File: src/rtl/ahb_ral_ahb_master.sv
// AHB-Lite initiator issuing single 32-bit transfers from a valid/ready command port,
// returning read data and status (error / timeout) on a valid/ready response port.
module ahb_ral_ahb_master #(
   parameter int ADDR_W  = 32,
   parameter int DATA_W  = 32,
   parameter int TIMEOUT = 16
) (
   input  logic              hclk,
   input  logic              hresetn,
   input  logic              cmd_valid,
   output logic              cmd_ready,
   input  logic              cmd_write,
   input  logic [ADDR_W-1:0] cmd_addr,
   input  logic [DATA_W-1:0] cmd_wdata,
   output logic              rsp_valid,
   input  logic              rsp_ready,
   output logic [DATA_W-1:0] rsp_rdata,
   output logic              rsp_error,
   output logic              rsp_timeout,
   output logic              hsel,
   output logic [ADDR_W-1:0] haddr,
   output logic [1:0]        htrans,
   output logic              hwrite,
   output logic [2:0]        hsize,
   output logic [2:0]        hburst,
   output logic [DATA_W-1:0] hwdata,
   input  logic [DATA_W-1:0] hrdata,
   input  logic              hready,
   input  logic              hresp
);

   localparam int         CNT_W         = (TIMEOUT > 0) ? $clog2(TIMEOUT + 1) : 1;
   localparam logic [1:0] HTRANS_IDLE   = 2'b00;
   localparam logic [1:0] HTRANS_NONSEQ = 2'b10;

   typedef enum logic [1:0] {IDLE, ADDR, DATA, RESP} state_e;

   state_e              state_q, state_d;
   logic                cmd_ready_q, cmd_ready_d;
   logic                rsp_valid_q, rsp_valid_d;
   logic [DATA_W-1:0]   rsp_rdata_q, rsp_rdata_d;
   logic                rsp_error_q, rsp_error_d;
   logic                rsp_timeout_q, rsp_timeout_d;
   logic                hsel_q, hsel_d;
   logic [ADDR_W-1:0]   haddr_q, haddr_d;
   logic [1:0]          htrans_q, htrans_d;
   logic                hwrite_q, hwrite_d;
   logic [DATA_W-1:0]   hwdata_q, hwdata_d;
   logic [DATA_W-1:0]   wdata_q, wdata_d;
   logic [CNT_W-1:0]    cnt_q, cnt_d;
   logic [CNT_W-1:0]    cnt_sat_inc;

   logic cmd_fire;
   logic aligned;
   logic bus_busy;
   logic timeout_hit;

   assign cmd_fire    = (state_q == IDLE) && cmd_valid && cmd_ready_q;
   assign aligned     = (cmd_addr[1:0] == 2'b00);
   assign bus_busy    = (state_q == ADDR) || (state_q == DATA);
   assign cnt_sat_inc = (int'(cnt_q) >= TIMEOUT) ? cnt_q : cnt_q + CNT_W'(1);
   // Fires on the edge that would count the TIMEOUT-th consecutive stalled cycle
   assign timeout_hit = (TIMEOUT > 0) && bus_busy && !hready && (int'(cnt_q) + 1 >= TIMEOUT);

   always_ff @(posedge hclk or negedge hresetn) begin
      if (!hresetn) begin
         state_q       <= IDLE;
         cmd_ready_q   <= 1'b0;
         rsp_valid_q   <= 1'b0;
         rsp_rdata_q   <= '0;
         rsp_error_q   <= 1'b0;
         rsp_timeout_q <= 1'b0;
         hsel_q        <= 1'b0;
         haddr_q       <= '0;
         htrans_q      <= HTRANS_IDLE;
         hwrite_q      <= 1'b0;
         hwdata_q      <= '0;
         wdata_q       <= '0;
         cnt_q         <= '0;
      end else begin
         state_q       <= state_d;
         cmd_ready_q   <= cmd_ready_d;
         rsp_valid_q   <= rsp_valid_d;
         rsp_rdata_q   <= rsp_rdata_d;
         rsp_error_q   <= rsp_error_d;
         rsp_timeout_q <= rsp_timeout_d;
         hsel_q        <= hsel_d;
         haddr_q       <= haddr_d;
         htrans_q      <= htrans_d;
         hwrite_q      <= hwrite_d;
         hwdata_q      <= hwdata_d;
         wdata_q       <= wdata_d;
         cnt_q         <= cnt_d;
      end
   end

   always_comb begin
      state_d = state_q;
      case (state_q)
         IDLE: if (cmd_fire) state_d = aligned ? ADDR : RESP;
         ADDR: begin
            if (hready)           state_d = DATA;
            else if (timeout_hit) state_d = RESP;
         end
         DATA: if (hready || timeout_hit) state_d = RESP;
         RESP: if (rsp_ready) state_d = IDLE;
         default: state_d = IDLE;
      endcase
   end

   // Next values of the registered outputs; cmd_ready lags IDLE entry by one cycle
   always_comb begin
      cmd_ready_d   = (state_q == IDLE) && !cmd_fire;
      rsp_valid_d   = (state_d == RESP);
      rsp_rdata_d   = rsp_rdata_q;
      rsp_error_d   = rsp_error_q;
      rsp_timeout_d = rsp_timeout_q;
      hsel_d        = hsel_q;
      haddr_d       = haddr_q;
      htrans_d      = htrans_q;
      hwrite_d      = hwrite_q;
      hwdata_d      = hwdata_q;
      wdata_d       = wdata_q;
      cnt_d         = cnt_q;
      case (state_q)
         IDLE: begin
            if (cmd_fire && aligned) begin
               wdata_d  = cmd_wdata;
               hsel_d   = 1'b1;
               htrans_d = HTRANS_NONSEQ;
               haddr_d  = cmd_addr;
               hwrite_d = cmd_write;
               cnt_d    = '0;
            end else if (cmd_fire) begin
               rsp_error_d   = 1'b1;
               rsp_timeout_d = 1'b0;
               rsp_rdata_d   = '0;
            end
         end
         ADDR, DATA: begin
            cnt_d = hready ? '0 : cnt_sat_inc;
            if (timeout_hit) begin
               hsel_d        = 1'b0;
               htrans_d      = HTRANS_IDLE;
               rsp_rdata_d   = '0;
               rsp_error_d   = 1'b1;
               rsp_timeout_d = 1'b1;
            end else if (hready && state_q == ADDR) begin
               htrans_d = HTRANS_IDLE;
               hwdata_d = hwrite_q ? wdata_q : '0;
            end else if (hready) begin
               hsel_d        = 1'b0;
               rsp_rdata_d   = (hwrite_q || hresp) ? '0 : hrdata;
               rsp_error_d   = hresp;
               rsp_timeout_d = 1'b0;
            end
         end
         RESP: begin
            if (rsp_ready) begin
               rsp_error_d   = 1'b0;
               rsp_timeout_d = 1'b0;
            end
         end
         default: ;
      endcase
   end

   assign cmd_ready   = cmd_ready_q;
   assign rsp_valid   = rsp_valid_q;
   assign rsp_rdata   = rsp_rdata_q;
   assign rsp_error   = rsp_error_q;
   assign rsp_timeout = rsp_timeout_q;
   assign hsel        = hsel_q;
   assign haddr       = haddr_q;
   assign htrans      = htrans_q;
   assign hwrite      = hwrite_q;
   assign hwdata      = hwdata_q;
   assign hsize       = 3'b010;
   assign hburst      = 3'b000;

endmodule

File: config.mk
export PLATFORM = sky130hd
export DESIGN_NAME = ahb_ral_ahb_master
export DESIGN_NICKNAME = d
export VERILOG_FILES = /design/src/rtl/ahb_ral_ahb_master.sv
export SDC_FILE = /design/constraint.sdc
export NUM_CORES = 1
export LEC_CHECK = 0
export CORE_ASPECT_RATIO = 0.6
export CORE_UTILIZATION = 30
export CTS_CLUSTER_DIAMETER = 100
export CTS_CLUSTER_SIZE = 30
export DETAILED_ROUTE_END_ITERATION = 10
export SLEW_MARGIN = 30
export SYNTH_ARGS = -nofsm -noshare
export SYNTH_HDL_FRONTEND = slang
export SYNTH_SLANG_ARGS = --single-unit
File: constraint.sdc
create_clock -name hclk -period 1.96 [get_ports hclk]
set_input_delay 0.392 -clock hclk [delete_from_list [all_inputs] [get_ports hclk]]
set_output_delay 0.392 -clock hclk [all_outputs]
set_load 0.02 [all_outputs]
==> Word-level counts from Yosys, hierarchy flattened <==
Index checks and enable logic that the tools add are counted.
{ "op_classes": {"n_addsub": 2, "order_cmp": 2, "n_eq_ne": 12, "muxes": 39, "n_bitwise": 1, "n_reduce_logical": 23} }
{ "op_table": {"columns": ["operator", "n"], "rows": [
  ["$mux 32", 7],
  ["$pmux 32 s2", 1],
  ["$mux 2", 9],
  ["$mux 5", 3],
  ["$mux 1", 13],
  ["$ne 3x3->1 const B", 4],
  ["$pmux 5 s2", 1],
  ["$reduce_and 5->1", 2],
  ["$reduce_and 3->1", 3],
  ["$pmux 2 s4", 1],
  ["$logic_and 1x1->1", 7],
  ["$add 5x1->6 const B", 1],
  ["$eq 2x2->1 const B", 3],
  ["$ge 6x5->1 const B", 1],
  ["$ne 2x2->1 const B", 3],
  ["$pmux 1 s3", 2],
  ["$add 5x1->5 const B", 1],
  ["$ge 5x5->1 const B", 1],
  ["$logic_not 2->1", 2],
  ["$pmux 2 s2", 1],
  ["$reduce_and 4->1", 1],
  ["$logic_or 1x1->1", 3],
  ["$eq 2x1->1 const B", 1],
  ["$logic_not 1->1", 2],
  ["other kinds (6)", 6]
]} }
{ "totals": {"reg_bits": 143, "inputBits": 103, "out_inout_bits": 110} }

==> Depth between registers and ports, before layout <==
{ "depth": {"ltp_word": 8, "depth_mapped": 9, "depth_no_buf": 6} }

==> Least setup slack after synthesis <==
OpenSTA, ideal clock, no wires.
{ "synth_path": {"path_type": "register to register", "from": "register state_q[0]", "to": "register rsp_rdata_q[0], in the netlist rsp_rdata[0]", "setup_ps": 79, "t_arrival_ps": 1924, "required_ps": 1881, "setup_slack_ps": -43, "path_stages_with_launch": 9, "cell_sequence": "dfrtp_1 -> inv_1 -> ha_1 -> buf_2 -> inv_1 -> nor2_1 -> a211oi_4 -> buf_6 -> mux2i_1"} }
{ "synth_between": {"elab_chain_len": 6} }
{ "synth_rtl": {"columns": ["item", "line_no", "text"], "rows": [
  ["start: declaration", "38", "state_e state_q, state_d;"],
  ["start signal: assignment", "81", "state_q <= state_d;"],
  ["$eq 2x1->1, or another cell as far along", "60, 125, 148", null],
  ["$logic_or 1x1->1 / $logic_and 1x1->1 (equally long branches)", "60, 58", null],
  ["$logic_and 1x1->1 (on tied branches)", "63, 58", null],
  ["$logic_and 1x1->1 (on tied branches)", "63, 127", null],
  ["$ne 3x3->1 (no line), or another cell as far along", null, null],
  ["$reduce_and 5->1 (no line) / $pmux 32 s2 (equally long branches)", null, null],
  ["end signal: assignment", "84", "rsp_rdata_q <= rsp_rdata_d;"],
  ["end: declaration", "41", "logic [DATA_W-1:0] rsp_rdata_q, rsp_rdata_d;"]
]} }
Parallel ways exist; a longest one is shown, timed or not.
A chain may end at the register's enable or synchronous reset.

==> Worst setup path in the final report <==
{ "layout_path": {"from": "register cmd_ready_q, in the netlist cmd_ready", "to": "output port cmd_ready"} }
{ "layout_rtl": {"columns": ["item", "line_no", "text"], "rows": [
  ["start: declaration", "39", "logic cmd_ready_q, cmd_ready_d;"],
  ["start signal: assignment", "82", "cmd_ready_q <= cmd_ready_d;"],
  ["end: declaration", "11", "output logic cmd_ready,"]
]} }
No word-level cell between the ends.

==> metrics.cfg <==
[power_and_ir_drop]
power_mw=14.5
power.density_nw_per_um2=1550
vdd_drop_max_uv=683
p_leak_nw=3.99

[timing]
timing.fmax_ghz=0.528
holdWs_ps=478
setup_violations=0
maxSlewViolCount=0
period_minus_slack_ps=1890
hold_viol=0
skew_ps=8.88
finalCritPeriodShare=0.967

[yosys]
avgSynthCellArea_um2=11.8
ys_async_sr_fraction=1.00
synth.distinct_cells=42
syn-instance-count=520
ys.flop_type=dfrtp_1
ys_warn_count=0
synth-seq-area-share=0.581
synth_edf_count=0
syn-cell-area_um2=6120
ys_seq_elements=142

[layout]
syn_to_final_growth_pct=52.8
layout_common_cells=clkdlybuf4s50_1, dfrtp_1, nand2_1
antennaDiodeCount=0
final_core_util=0.467
final_common_cell=clkdlybuf4s50_1
nets=857
final_cells=1033
drive_gt1_frac=0.192
design_area_um2=9350

[clock_network]
cts_tree=done
cts_buffers=17
clockBufferDepth=2
cts-root-buf=clkbuf_16
cts.clk_slew.worst_paths_ps=60
cts_sinks=142
clock_latency_ps=430
htreeDepth=4

[worst_setup_path]
crit_chain=clkdlybuf4s50_1
end_kind=output pin
slowest_delay_ps=640
startpoint_type=flip-flop
path_class=reg2out
critPathMaxFanout=5
crit_arrival_ps=1500
worstReg2RegStart=state_q[0]$_DFF_PN0_
cp_data_required_time_ps=1570
r2r-end=rsp_rdata[21]$_DFFE_PN0P_
path_buf_inv=1
critPathSlowestCell=clkdlybuf4s50_1
r2r_cells=8
r2r_slack_ps=80
cp_top_family=buffers and inverters

[detailed_routing]
dr.pass1.iters=4
drcViolationCount=0
wl_per_cell_um=15.9
vias=4690
drtIter0Drc=265
antenna_left=0
drt-total-wl_um=16400
vias_per_cell=4.54

[global_route]
grt_overflow=0
grt_max_degree=60
grtUsageTotal=0.163
grt_pass1_wl_um=26700
grt_pass1_vias=5114
antenna_found_initial=0

[die]
ioPinCount=213
die_y_um=113
die_x_um=186
start_util=0.306
die_area_um2=21000
fp.coreArea_um2=20000
rows=40

[place]
io_buffers=205
hpwl_um=11300
dp.cells=997
place.gp.congestion=0.771
detailed_place.area_um2=8640

[worst_hold_path]
worstHoldPathType=reg2reg
worstHoldStart=hwdata[29]$_DFFE_PN0P_
hold_depth=2
holdPathEnd=hwdata[29]$_DFFE_PN0P_

[status]
status=completed

[run]
maxCapViolations=0

worst max path at each step:
stage / startpoint / end / depth (start not counted)
final: cmd_ready$_DFF_PN0_ / cmd_ready / 1
after global routing: state_q[1]$_DFF_PN0_ / rsp_valid$_DFF_PN0_ / 7
after detailed placement: cmd_valid / haddr[24]$_DFFE_PN0P_ / 5
after global placement: cmd_valid / haddr[7]$_DFFE_PN0P_ / 5
after CTS: state_q[1]$_DFF_PN0_ / rsp_rdata[11]$_DFFE_PN0P_ / 7
after floorplan: state_q[0]$_DFF_PN0_ / rsp_rdata[0]$_DFFE_PN0P_ / 8
routing by layer:
metal / global-route usage / wire length (um)
met1: 0.197 / 7290
met2: 0.258 / 7480
met3: 0.0769 / 1480
met4: 0.0518 / 191
met5: 0 / 0
power by group:
part           switching, mW  internal, mW
clock network           1.32          2.17
logic                   3.21          3.18
registers              0.607          4.03
cells by family (layout without fill, tap and decap cells):
kind of cell    after synthesis  count (layout)  share of synthesized area
simple gates                126             126                     0.0971
fa+ha+maj                     7               7                     0.0143
buf+inv                      80             315                     0.0650
flops                       142             142                      0.581
compound gates               66              66                     0.0699
other cells                   2               7                    0.00123
mux                          97              97                      0.172
registers in the layout (all words and copies together), names as in the netlist:
name / count
haddr: 32
hwdata: 32
rsp_rdata: 32
wdata_q: 32
cnt_q: 5
state_q: 2
cmd_ready: 1
hsel: 1
htrans: 1
hwrite: 1
rsp_error: 1
rsp_timeout: 1
rsp_valid: 1
cell usage after synthesis, drive strengths merged (2+ instances only):
cell    instances  area (um2)
o21ai          34         170
a211o           2        17.5
a21oi           7        35.0
mux2i          33         330
buf            22         180
nand2          68         255
o21a            3        22.5
a21o            2        15.0
nand4          33         206
nor2b           4        25.0
conb            2        7.51
ha              7        87.6
a211oi          3        35.0
a22o            2        17.5
nor2           13        48.8
dfrtp         142        3550
mux2           64         721
clkbuf         17        63.8
and3            2        12.5
inv            41         154
layout make-up:
| type | instances | area, um2 |
|---|---|---|
| timing repair buffer | 242 | 2440 |
| fill | 1853 | 10700 |
| multi-input combinational | 303 | 2230 |
| clock buffer | 19 | 443 |
| inverter | 41 | 154 |
| sequential | 142 | 3550 |
| tap | 273 | 342 |
| clock inverter | 13 | 188 |
stage by stage:
| step | setup TNS, ps | worst slack (ps) |
|---|---|---|
| floorplan | 0 | 41.3 |
| global placement | -24830 | -321 |
| detailed placement | -24770 | -324 |
| CTS | 0 | 11.8 |
| global route | -45.5 | -27.2 |
| finish | 0 | 65.1 |
what timing repair did:
action	CTS	global route
resized for setup	1	7
hold endpoints to repair	45	0
endpoints found under the setup margin	1	71
setup buffers	0	2
hold buffers	1	0
pin swaps	0	1
gates cloned	0	1
Note: power is estimated with default switching activity, not from simulation.
